## src/rtl/cpu_mult_arbiter.sv

```systemverilog
// cpu_mult_arbiter
//
// Shares one pipelined 32x32 multiplier cell between two requesters. The cell
// returns the low 32 bits of the product. Each cycle, at most one requester is
// granted in round-robin order. The granted operands are registered into the
// cell. A tag pipeline tracks the operation, and the cell output is captured
// into that requester's response slot.
//
// Parameters:
//   MUL_LATENCY  clock edges from operands stable at the cell inputs to a valid
//                cell output (legal range 1..4)
//
// Ports:
//   clk                      single clock, rising edge
//   reset_n                  asynchronous active-low reset
//   reqN_valid               requester N has an operation pending
//   reqN_src1, reqN_src2     requester N operands (held until accepted)
//   reqN_ready               combinational grant; transfer on valid && ready
//   rspN_valid               requester N result slot full
//   rspN_result              low 32 bits of the unsigned product
//   rspN_ack                 requester N consumes the result when rspN_valid
//   mul_src1, mul_src2       registered operands driven into the cell
//   mul_result               cell product, low 32 bits
//   busy                     an operation is in flight or a slot is full
module cpu_mult_arbiter #(
    parameter int MUL_LATENCY = 1
) (
    input  logic        clk,
    input  logic        reset_n,
    input  logic        req0_valid,
    input  logic [31:0] req0_src1,
    input  logic [31:0] req0_src2,
    output logic        req0_ready,
    output logic        rsp0_valid,
    output logic [31:0] rsp0_result,
    input  logic        rsp0_ack,
    input  logic        req1_valid,
    input  logic [31:0] req1_src1,
    input  logic [31:0] req1_src2,
    output logic        req1_ready,
    output logic        rsp1_valid,
    output logic [31:0] rsp1_result,
    input  logic        rsp1_ack,
    output logic [31:0] mul_src1,
    output logic [31:0] mul_src2,
    input  logic [31:0] mul_result,
    output logic        busy
);

    logic [1:0]           req_valid;
    logic [1:0]           rsp_ack;
    logic [1:0]           elig;
    logic [1:0]           grant;
    logic [1:0]           inflight;
    logic [1:0]           rsp_valid;
    logic [1:0]           done;
    logic                 last_grant;
    logic [MUL_LATENCY:0] tag_valid;
    logic [MUL_LATENCY:0] tag_id;

    assign req_valid = {req1_valid, req0_valid};
    assign rsp_ack   = {rsp1_ack, rsp0_ack};

    // A requester may issue only when it has nothing in flight and its slot is
    // empty or being emptied this cycle. This limits each requester to one
    // outstanding op, so a slot can never be overwritten.
    assign elig = req_valid & ~inflight & (~rsp_valid | rsp_ack);

    // Round-robin grant. A tie goes to the requester that did not win last
    // time. Grants are held off while reset is asserted, so ready reads zero
    // during reset.
    always_comb begin
        grant = 2'b00;
        if (reset_n) begin
            if (elig == 2'b11) begin
                grant = last_grant ? 2'b01 : 2'b10;
            end else begin
                grant = elig;
            end
        end
    end

    assign req0_ready = grant[0];
    assign req1_ready = grant[1];

    // The last tag stage lines up with the cell output, so a valid tag there
    // says whose product is on mul_result this cycle.
    assign done = {tag_valid[MUL_LATENCY] &  tag_id[MUL_LATENCY],
                   tag_valid[MUL_LATENCY] & ~tag_id[MUL_LATENCY]};

    assign rsp0_valid = rsp_valid[0];
    assign rsp1_valid = rsp_valid[1];

    // busy comes only from registered state, so it has no path from the inputs.
    assign busy = (|inflight) | (|rsp_valid);

    // Main state update: operand registers, tag pipeline, round-robin pointer,
    // in-flight flags and response slots. Completion cannot coincide with an
    // ack of the same slot, because a requester with an op in flight always
    // has an empty slot. An ack and a new grant in the same cycle both take
    // effect.
    always_ff @(posedge clk or negedge reset_n) begin
        if (!reset_n) begin
            mul_src1    <= '0;
            mul_src2    <= '0;
            tag_valid   <= '0;
            tag_id      <= '0;
            last_grant  <= 1'b1;
            inflight    <= '0;
            rsp_valid   <= '0;
            rsp0_result <= '0;
            rsp1_result <= '0;
        end else begin
            tag_valid <= {tag_valid[MUL_LATENCY-1:0], |grant};
            tag_id    <= {tag_id[MUL_LATENCY-1:0], grant[1]};
            if (|grant) begin
                mul_src1   <= grant[1] ? req1_src1 : req0_src1;
                mul_src2   <= grant[1] ? req1_src2 : req0_src2;
                last_grant <= grant[1];
            end
            inflight  <= (inflight & ~done) | grant;
            rsp_valid <= (rsp_valid & ~rsp_ack) | done;
            if (done[0]) begin
                rsp0_result <= mul_result;
            end
            if (done[1]) begin
                rsp1_result <= mul_result;
            end
        end
    end

endmodule

```

## config.mk

```make
export PLATFORM = sky130hd
export DESIGN_NAME = cpu_mult_arbiter
export DESIGN_NICKNAME = d
export VERILOG_FILES = /design/src/rtl/cpu_mult_arbiter.sv
export SDC_FILE = /design/constraint.sdc
export NUM_CORES = 1
export LEC_CHECK = 0
export ABC_AREA = 1
export BUFFER_PORTS_ARGS = -buffer_cell sky130_fd_sc_hd__buf_4
export CAP_MARGIN = 30
export CORE_MARGIN = 2
export CORE_UTILIZATION = 41
export CTS_BUF_LIST = sky130_fd_sc_hd__clkbuf_16
export DETAILED_ROUTE_END_ITERATION = 10
export PLACE_DENSITY_LB_ADDON = 0.12
export SYNTH_ARGS = -nofsm -noshare
export SYNTH_HDL_FRONTEND = slang
export SYNTH_SLANG_ARGS = --single-unit
export TNS_END_PERCENT = 1
```

## constraint.sdc

```tcl
create_clock -name clk -period 1.3 [get_ports clk]
set_clock_uncertainty 0.1 [all_clocks]
set_input_delay 0.195 -clock clk [delete_from_list [all_inputs] [get_ports clk]]
set_output_delay 0.195 -clock clk [all_outputs]
set_load 0.1 [all_outputs]
```

Word level (Yosys, flattened, before mapping) --
Cells that the tools add are included.
Storage, ports and cells: flip-flop bits (word level) 137, input bits 166, output and inout bits 133, word-level logic and storage cells 33
Cells by class: equal/unequal tests 1, muxes and demuxes 5, bitwise operators 15, reduce and logical (&&, ||, !) cells 3
Operator list (number):
- 2-to-1 mux 32 bit | 2
- bitwise AND 2 bit | 4
- NOT 2 bit | 4
- 2-to-1 mux 2 bit | 3
- OR 2 bit | 3
- OR reduction 2 bit | 3
- bitwise AND 1 bit | 2
- == test 2 bit (second input constant) | 1
- NOT 1 bit | 1
- OR 1 bit | 1

Logic depth before layout (Yosys ltp) --
Gate-level depths: netlist of the first run.
depth after elaboration 7, depth in mapped cells 10, gate-level depth less buffers 9

Worst setup path after synthesis of the first run --
Ideal clock, no wire load.
kind reg2out, start register rsp_valid[1], end output req0_ready, arrival 2541 ps, required time 1005 ps, slack -1536 ps, stages on the path, launching flop included 5, buffers on the path 0, cells stage by stage dfrtp_1 nand2_1 nand2_2 nor2_1 nor2_1
Between the ends: longest elaborated chain between the ends 6
RTL lines:
- from (decl) | RTL line 55 | logic [1:0] rsp_valid;
- from (signal assigned) | RTL line 122 | rsp_valid <= (rsp_valid & ~rsp_ack) | done;
- NOT 2 bit | RTL line 67 | assign elig = req_valid & ~inflight & (~rsp_valid | rsp_ack);
- OR 2 bit | RTL line 67
- bitwise AND 2 bit | RTL line 67
- == test 2 bit | RTL line 75 | if (elig == 2'b11) begin
- 2-to-1 mux 2 bit | RTL line 75
- 2-to-1 mux 2 bit | RTL line 74 | if (reset_n) begin
- to (decl) | RTL line 33 | output logic req0_ready,
Every way passes these cells.

Worst setup path after layout of the first run --
start register inflight[0], end output busy
Between the ends: longest elaborated chain between the ends 2
RTL lines:
- from (decl) | RTL line 54 | logic [1:0] inflight;
- from (signal assigned) | RTL line 121 | inflight <= (inflight & ~done) | grant;
- OR reduction 2 bit | RTL line 95 | assign busy = (|inflight) | (|rsp_valid);
- OR 1 bit | RTL line 95
- to (decl) | RTL line 47 | output logic busy
Every way passes these cells.

==> results of run 1 <==
cell usage in the layout (no fill, tap or decap), types with 3 or more instances in the layout:
cell | netlist | final
dlygate4sd3_1 | 0 | 115
o21ai_0 | 64 | 63
buf_6 | 2 | 6
buf_12 | 13 | 144
clkinv_4 | 0 | 4
inv_1 | 169 | 169
nor2_4 | 1 | 4
nand3_1 | 130 | 128
nand2_4 | 2 | 3
clkbuf_16 | 0 | 17
nand2_2 | 28 | 31
dfrtp_1 | 136 | 134
buf_4 | 0 | 182
nand2_1 | 238 | 233
inv_6 | 0 | 5
registers in the layout, indices dropped and copies added, names as in the netlist:
signal,cells
last_grant,1
mul_src2,32
mul_src1,32
tag_valid,2
rsp_valid,2
tag_id,2
inflight,2
rsp0_result,32
rsp1_result,32
metrics by stage:
stage	instance area (µm²)	hold WS (ns)	worst slack (ns)	instances	TNS [ns]
3_3_place_gp	9100	0.0842	-0.350	1324	-17.56
5_1_grt	12600	-0.0420	-0.663	1477	-39.30
2_1_floorplan	6820	-0.201	-0.713	826	-27.11
4_1_cts	12500	-0.0617	-0.597	1472	-29.92
6_report	12600	-0.0471	-0.609	1477	-28.45
3_5_place_dp	9100	0.0867	-0.377	1324	-19.43
synthesized netlist by cell type, drive strengths merged:
library cell	n
dlymetal6s2s	1
or4	1
clkbuf	22
dfstp	1
o21ai	64
nand3	130
nor2	6
inv	171
nand2	268
dfrtp	136
o22ai	1
buf	25
path summary, 6_finish.rpt:
| kind | start | endpoint | slack [ns] |
|---|---|---|---|
| setup / recovery | inflight[0] | busy | -0.61 |
| hold / removal | rsp1_ack | rsp_valid[1] | -0.05 |
| setup reg to reg | inflight[1] | mul_src2[12] | -0.50 |
| hold reg to reg | tag_id[0] | tag_id[1] | 0.25 |
| max in group asynchronous | reset_n | rsp_valid[0] | 0.12 |
| min in group asynchronous | reset_n | inflight[0] | 0.28 |
metal layers:
metal	up-vias	GRT usage (%)
met5	-	0
met4	0	8.24
met3	35	7.13
met2	262	44.5
met1	3213	29.4
li1	3322	-
area by class of cell:
type	instances	area (µm²)	share of cell area (%)
timing repair buffer	447	5470	43.4
sequential	137	3440	27.3
multi-input combinational	470	2190	17.4
inverter	171	648	5.14
clock buffer	17	425	3.37
tap	220	275	2.18
clock inverter	15	165	1.31
cell families (layout without fill, tap and decap cells):
family          after synthesis  in the layout
simple gates                405            405
compound gates               65             65
buf+inv                     219            650
flops                       137            137
worst min-delay path, cell delays in order:
cell,delay [ns]
buf_4,0.08
inv_1,0.04
nand2_2,0.07
nand2_1,0.05
repair_timing:
action,in CTS,in global routing
pin swaps,3,6
gates resized for setup,390,24
endpoints found under the hold margin,168,1
setup endpoints to repair,201,237
buffers inserted,1,5
==> impl_metrics.env, run 1 <==
export IMPL_die_y_um=133
export IMPL_grt_overflow_total=0
export IMPL_clk_latency_ns=0.41
export IMPL_avgSynthCellArea_um2=8.20
export IMPL_syn_instance_count=826
export IMPL_antenna_left=0
export IMPL_top_layer="met4"
export IMPL_drt_total_wl_um=21700
export IMPL_nNetsFinal=1410
export IMPL_ios=299
export IMPL_drive_gt1_share_pct=32.7
export IMPL_num_fill_cells=1048
export IMPL_relSlewSlack_pct=74.7
export IMPL_synthXorXnorAreaFrac_pct=0
export IMPL_die_area_um2=17600
export IMPL_violations="negative hold slack, negative setup slack"
export IMPL_cts_hold_buf=115
export IMPL_drcViolationCount=0
export IMPL_drv_slew=0
export IMPL_post_dp_hpwl_um=13000
export IMPL_cts_path_max_buffers=2
export IMPL_num_rows=47
export IMPL_cp_data_required_time_ns=1.00
export IMPL_cts_sinks=137
export IMPL_yosysTopAreaCell="dfrtp_1"
export IMPL_drv_cap=0
export IMPL_finalWorstSetupSlack_ns=-0.609
export IMPL_worstPathMaxFanout=3
export IMPL_path_class="flip-flop to primary output"
export IMPL_synth_fa_ha_area_share_pct=0
export IMPL_vias=6832
export IMPL_ys_seq_elements=137
export IMPL_wl_met2_um=11300
export IMPL_antennaDiodeCount=0
export IMPL_met3_length_um=1370
export IMPL_cts_tree="built"
export IMPL_start_util_pct=41.5
export IMPL_synth_compound_area_share_pct=4.82
export IMPL_track_usage_pct=25.1
export IMPL_whs_ns=-0.0471
export IMPL_cts_clk_slew_worst_paths_ns=0.06
export IMPL_hold_violations=1
export IMPL_viasPerCell=4.63
export IMPL_crit_slowest_cell="or4_4"
export IMPL_synth_top_area_share_pct=50.2
export IMPL_crit_cells=2
export IMPL_ys_seq_area_share_pct=50.6
export IMPL_final_core_util_pct=77.1
export IMPL_setup_viol=132
export IMPL_cp_start_kind="flip-flop"
export IMPL_max_stage_delay_ns=0.58
export IMPL_syn_cell_area_um2=6780
export IMPL_cts_root_buf="clkbuf_16"
export IMPL_grt_max_degree=62
export IMPL_area_growth_pct=86.1
export IMPL_synth_area_top_cells="dfrtp_1 50%, nand2_1 13%, nand3_1 9.6%"
export IMPL_max_freq_mhz=524
export IMPL_wl_met1_um=8420
export IMPL_crit_family="simple AND/OR/NAND/NOR gates"
export IMPL_portBuffers=298
export IMPL_end_kind="primary output"
export IMPL_synth_top_family_by_area="simple AND/OR/NAND/NOR gates"
export IMPL_holdPathStages=4
export IMPL_min_period_over_period_pct=147
export IMPL_outcome="complete, but fails checks"
export IMPL_antenna_found_initial=0
export IMPL_h_tree_depth=4
export IMPL_hold_path_class="primary input to flip-flop"
export IMPL_synth_simple_area_share_pct=26.3
export IMPL_chipWidth_um=133
export IMPL_dr_first_iter_drc_count=324
export IMPL_syn_nets=992
export IMPL_wl_per_cell_um=14.7
export IMPL_layout_min_cycle_time_ns=1.91
export IMPL_tightest_slew_ns=0.380
export IMPL_synth_warnings=0
export IMPL_crit_chain="or4_4, buf_12"
export IMPL_place_congestion=0.787
export IMPL_grt_pass1_wl_um=35400
export IMPL_ys_types=22
export IMPL_cts_buffers=17
export IMPL_r2r_cells=9
export IMPL_synthMuxAreaShare_pct=0
export IMPL_drt_first_pass_iters=5
export IMPL_rsz0062_at_grt="yes"
export IMPL_first_global_vias=7136
export IMPL_crit_buf_inv=1
export IMPL_coreArea_um2=16300
export IMPL_crit_arrival_ns=1.61
Power of run 1 is not shown: default switching activity piles up to over one toggle a cycle in this logic, so the estimate is an artifact.
==> run 2, diff against run 1 <==
--- a/config.mk
+++ b/config.mk
@@ -10,9 +10,10 @@
 export CAP_MARGIN = 30
 export CORE_MARGIN = 2
 export CORE_UTILIZATION = 41
-export CTS_BUF_LIST = sky130_fd_sc_hd__clkbuf_16
+export CTS_BUF_LIST = sky130_fd_sc_hd__clkbuf_8
 export DETAILED_ROUTE_END_ITERATION = 10
 export PLACE_DENSITY_LB_ADDON = 0.12
+export RECOVER_POWER = 50
 export SYNTH_ARGS = -nofsm -noshare
 export SYNTH_HDL_FRONTEND = slang
 export SYNTH_SLANG_ARGS = --single-unit
==> run 2 against run 1 <==
Net effect:
- the run still ends with negative hold slack, negative setup slack left
- non-clock buffer count rose by 46
- global-route usage rose by 1.9 points
- utilization is 1.5 points higher
- register-to-register slack improved by 0.03 ns
- cell count increased by 3.1%
- worst hold slack got worse by 0.034 ns
- die area stayed put
- critical path depth stayed put
- clock-buffer cell count is 1 higher
- maximum frequency decreased by 1.8%
- critical path type unchanged
- highest routed layer is now met5
==> impl_metrics.env, run 2 (synthesis results as in run 1) <==
export IMPL_r2r_start="rsp_valid[1]"
export IMPL_drive_gt1_share_pct=31.5
export IMPL_relSlewSlack_pct=69.7
export IMPL_met3_length_um=1710
export IMPL_min_period_over_period_pct=150
export IMPL_r2r_cells=9
export IMPL_min_to="rsp_valid[1]"
export IMPL_hold_violations=1
export IMPL_r2r_slack_ns=-0.47
export IMPL_h_tree_depth=4
export IMPL_track_usage_pct=27.0
export IMPL_dr_first_iter_drc_count=458
export IMPL_cp_data_required_time_ns=1.00
export IMPL_path_class="flip-flop to primary output"
export IMPL_place_congestion=0.787
export IMPL_end_kind="primary output"
export IMPL_hold_path_class="primary input to flip-flop"
export IMPL_post_dp_hpwl_um=13000
export IMPL_place_area_um2=9100
export IMPL_cts_path_max_buffers=2
export IMPL_top_layer="met5"
export IMPL_grt_max_degree=62
export IMPL_place_ws_ns=-0.377
export IMPL_cts_sinks=137
export IMPL_finalSetupTns_ns=-33.61
export IMPL_crit_buf_inv=1
export IMPL_layout_min_cycle_time_ns=1.94
export IMPL_drv_cap=0
export IMPL_drt_first_pass_iters=6
export IMPL_wl_per_cell_um=15.9
export IMPL_whs_ns=-0.0809
export IMPL_rsz0062_at_grt="yes"
export IMPL_antenna_found_initial=1
export IMPL_worstPathMaxFanout=3
export IMPL_cts_hold_buf=161
export IMPL_outcome="complete, but fails checks"
export IMPL_cts_buffers=17
export IMPL_start_util_pct=41.5
export IMPL_antenna_left=0
export IMPL_portBuffers=298
export IMPL_final_common_cell="nand2_1"
export IMPL_die_area_um2=17600
export IMPL_finalWorstSetupSlack_ns=-0.644
export IMPL_setup_viol=258
export IMPL_min_from="rsp1_ack"
export IMPL_final_area_um2=12900
export IMPL_cp_start_kind="flip-flop"
export IMPL_grt_pass1_wl_um=37900
export IMPL_cts_tree="built"
export IMPL_num_rows=47
export IMPL_crit_family="simple AND/OR/NAND/NOR gates"
export IMPL_mostFrequentLayoutCells="234 x nand2_1, 179 x buf_4, 169 x inv_1, 161 x dlygate4sd3_1, 142 x buf_12"
export IMPL_area_growth_pct=89.7
export IMPL_grt_overflow_total=0
export IMPL_tightest_slew_ns=0.454
export IMPL_cts_clk_slew_worst_paths_ns=0.08
export IMPL_max_stage_delay_ns=0.57
export IMPL_cts_root_buf="clkbuf_8"
export IMPL_clk_latency_ns=0.44
export IMPL_reg2reg_to="mul_src2[11]"
export IMPL_vias=7302
export IMPL_crit_chain="or4_4, buf_12"
export IMPL_crit_slowest_cell="or4_4"
export IMPL_num_fill_cells=978
export IMPL_coreArea_um2=16300
export IMPL_wl_met1_um=8940
export IMPL_max_freq_mhz=514
export IMPL_antennaDiodeCount=0
export IMPL_holdPathStages=4
export IMPL_chipWidth_um=133
export IMPL_ios=299
export IMPL_drt_total_wl_um=24200
export IMPL_die_y_um=133
export IMPL_viasPerCell=4.79
export IMPL_drv_slew=0
export IMPL_first_global_vias=7603
export IMPL_drcViolationCount=0
export IMPL_nNetsFinal=1456
export IMPL_crit_arrival_ns=1.65
export IMPL_wl_met2_um=12600
export IMPL_violations="negative hold slack, negative setup slack"
-- run 2: changes by cell type in the layout (fill, tap and decap cells not counted), moves of 2 or more --
cell,previous run,this run
clkbuf_8,0,18
clkbuf_4,0,2
buf_12,144,142
dlygate4sd3_1,115,161
clkbuf_16,17,0
buf_4,182,179
-- run 2: layout make-up --
type | count | area [µm²] | area share (%)
sequential | 137 | 3440 | 26.7
clock inverter | 14 | 161 | 1.26
tap | 220 | 275 | 2.14
clock buffer | 18 | 248 | 1.93
multi-input combinational | 470 | 2190 | 17.0
inverter | 171 | 648 | 5.04
timing repair buffer | 493 | 5890 | 45.9
-- run 2: worst max-delay path by stage --
stage | from | end | slack [ns] | depth (start not counted)
final | inflight[0] | busy | -0.64 | 2
after global routing | rsp_valid[1] | req1_ready | -0.70 | 6
after CTS | inflight[0] | busy | -0.65 | 2
after detailed placement | inflight[0] | req0_ready | -0.38 | 5
after global placement | inflight[0] | req0_ready | -0.35 | 5
after floorplan | rsp_valid[1] | tag_id[0] | -0.71 | 7
-- run 2: worst min-delay path, cell delays in order --
cell and delay [ns]:
buf_4 0.08, inv_1 0.04, nand2_2 0.07, nand2_1 0.05
-- run 2: what timing repair did --
item	4_1_cts	5_1_grt
setup buffers	1	5
resized for setup	390	26
endpoints found under the hold margin	170	1
pin swaps	4	6
setup endpoints to repair	201	238
-- run 2: through the flow --
stage / utilization [%] / instances / hold WS [ns]
finish: 78.6 / 1523 / -0.0809
global route: 78.6 / 1523 / -0.110
CTS: 78.0 / 1518 / -0.119
detailed placement: 55.7 / 1324 / 0.0867
global placement: 55.7 / 1324 / 0.0842
floorplan: - / 826 / -0.201
-- run 2: per-layer routing --
layer | global-route usage, % | vias up
met3 | 8.20 | 82
met2 | 47.2 | 341
met1 | 30.4 | 3466
li1 | - | 3411
met4 | 12.2 | 2
met5 | 0 | -
Power of run 2 is left out for the same reason.
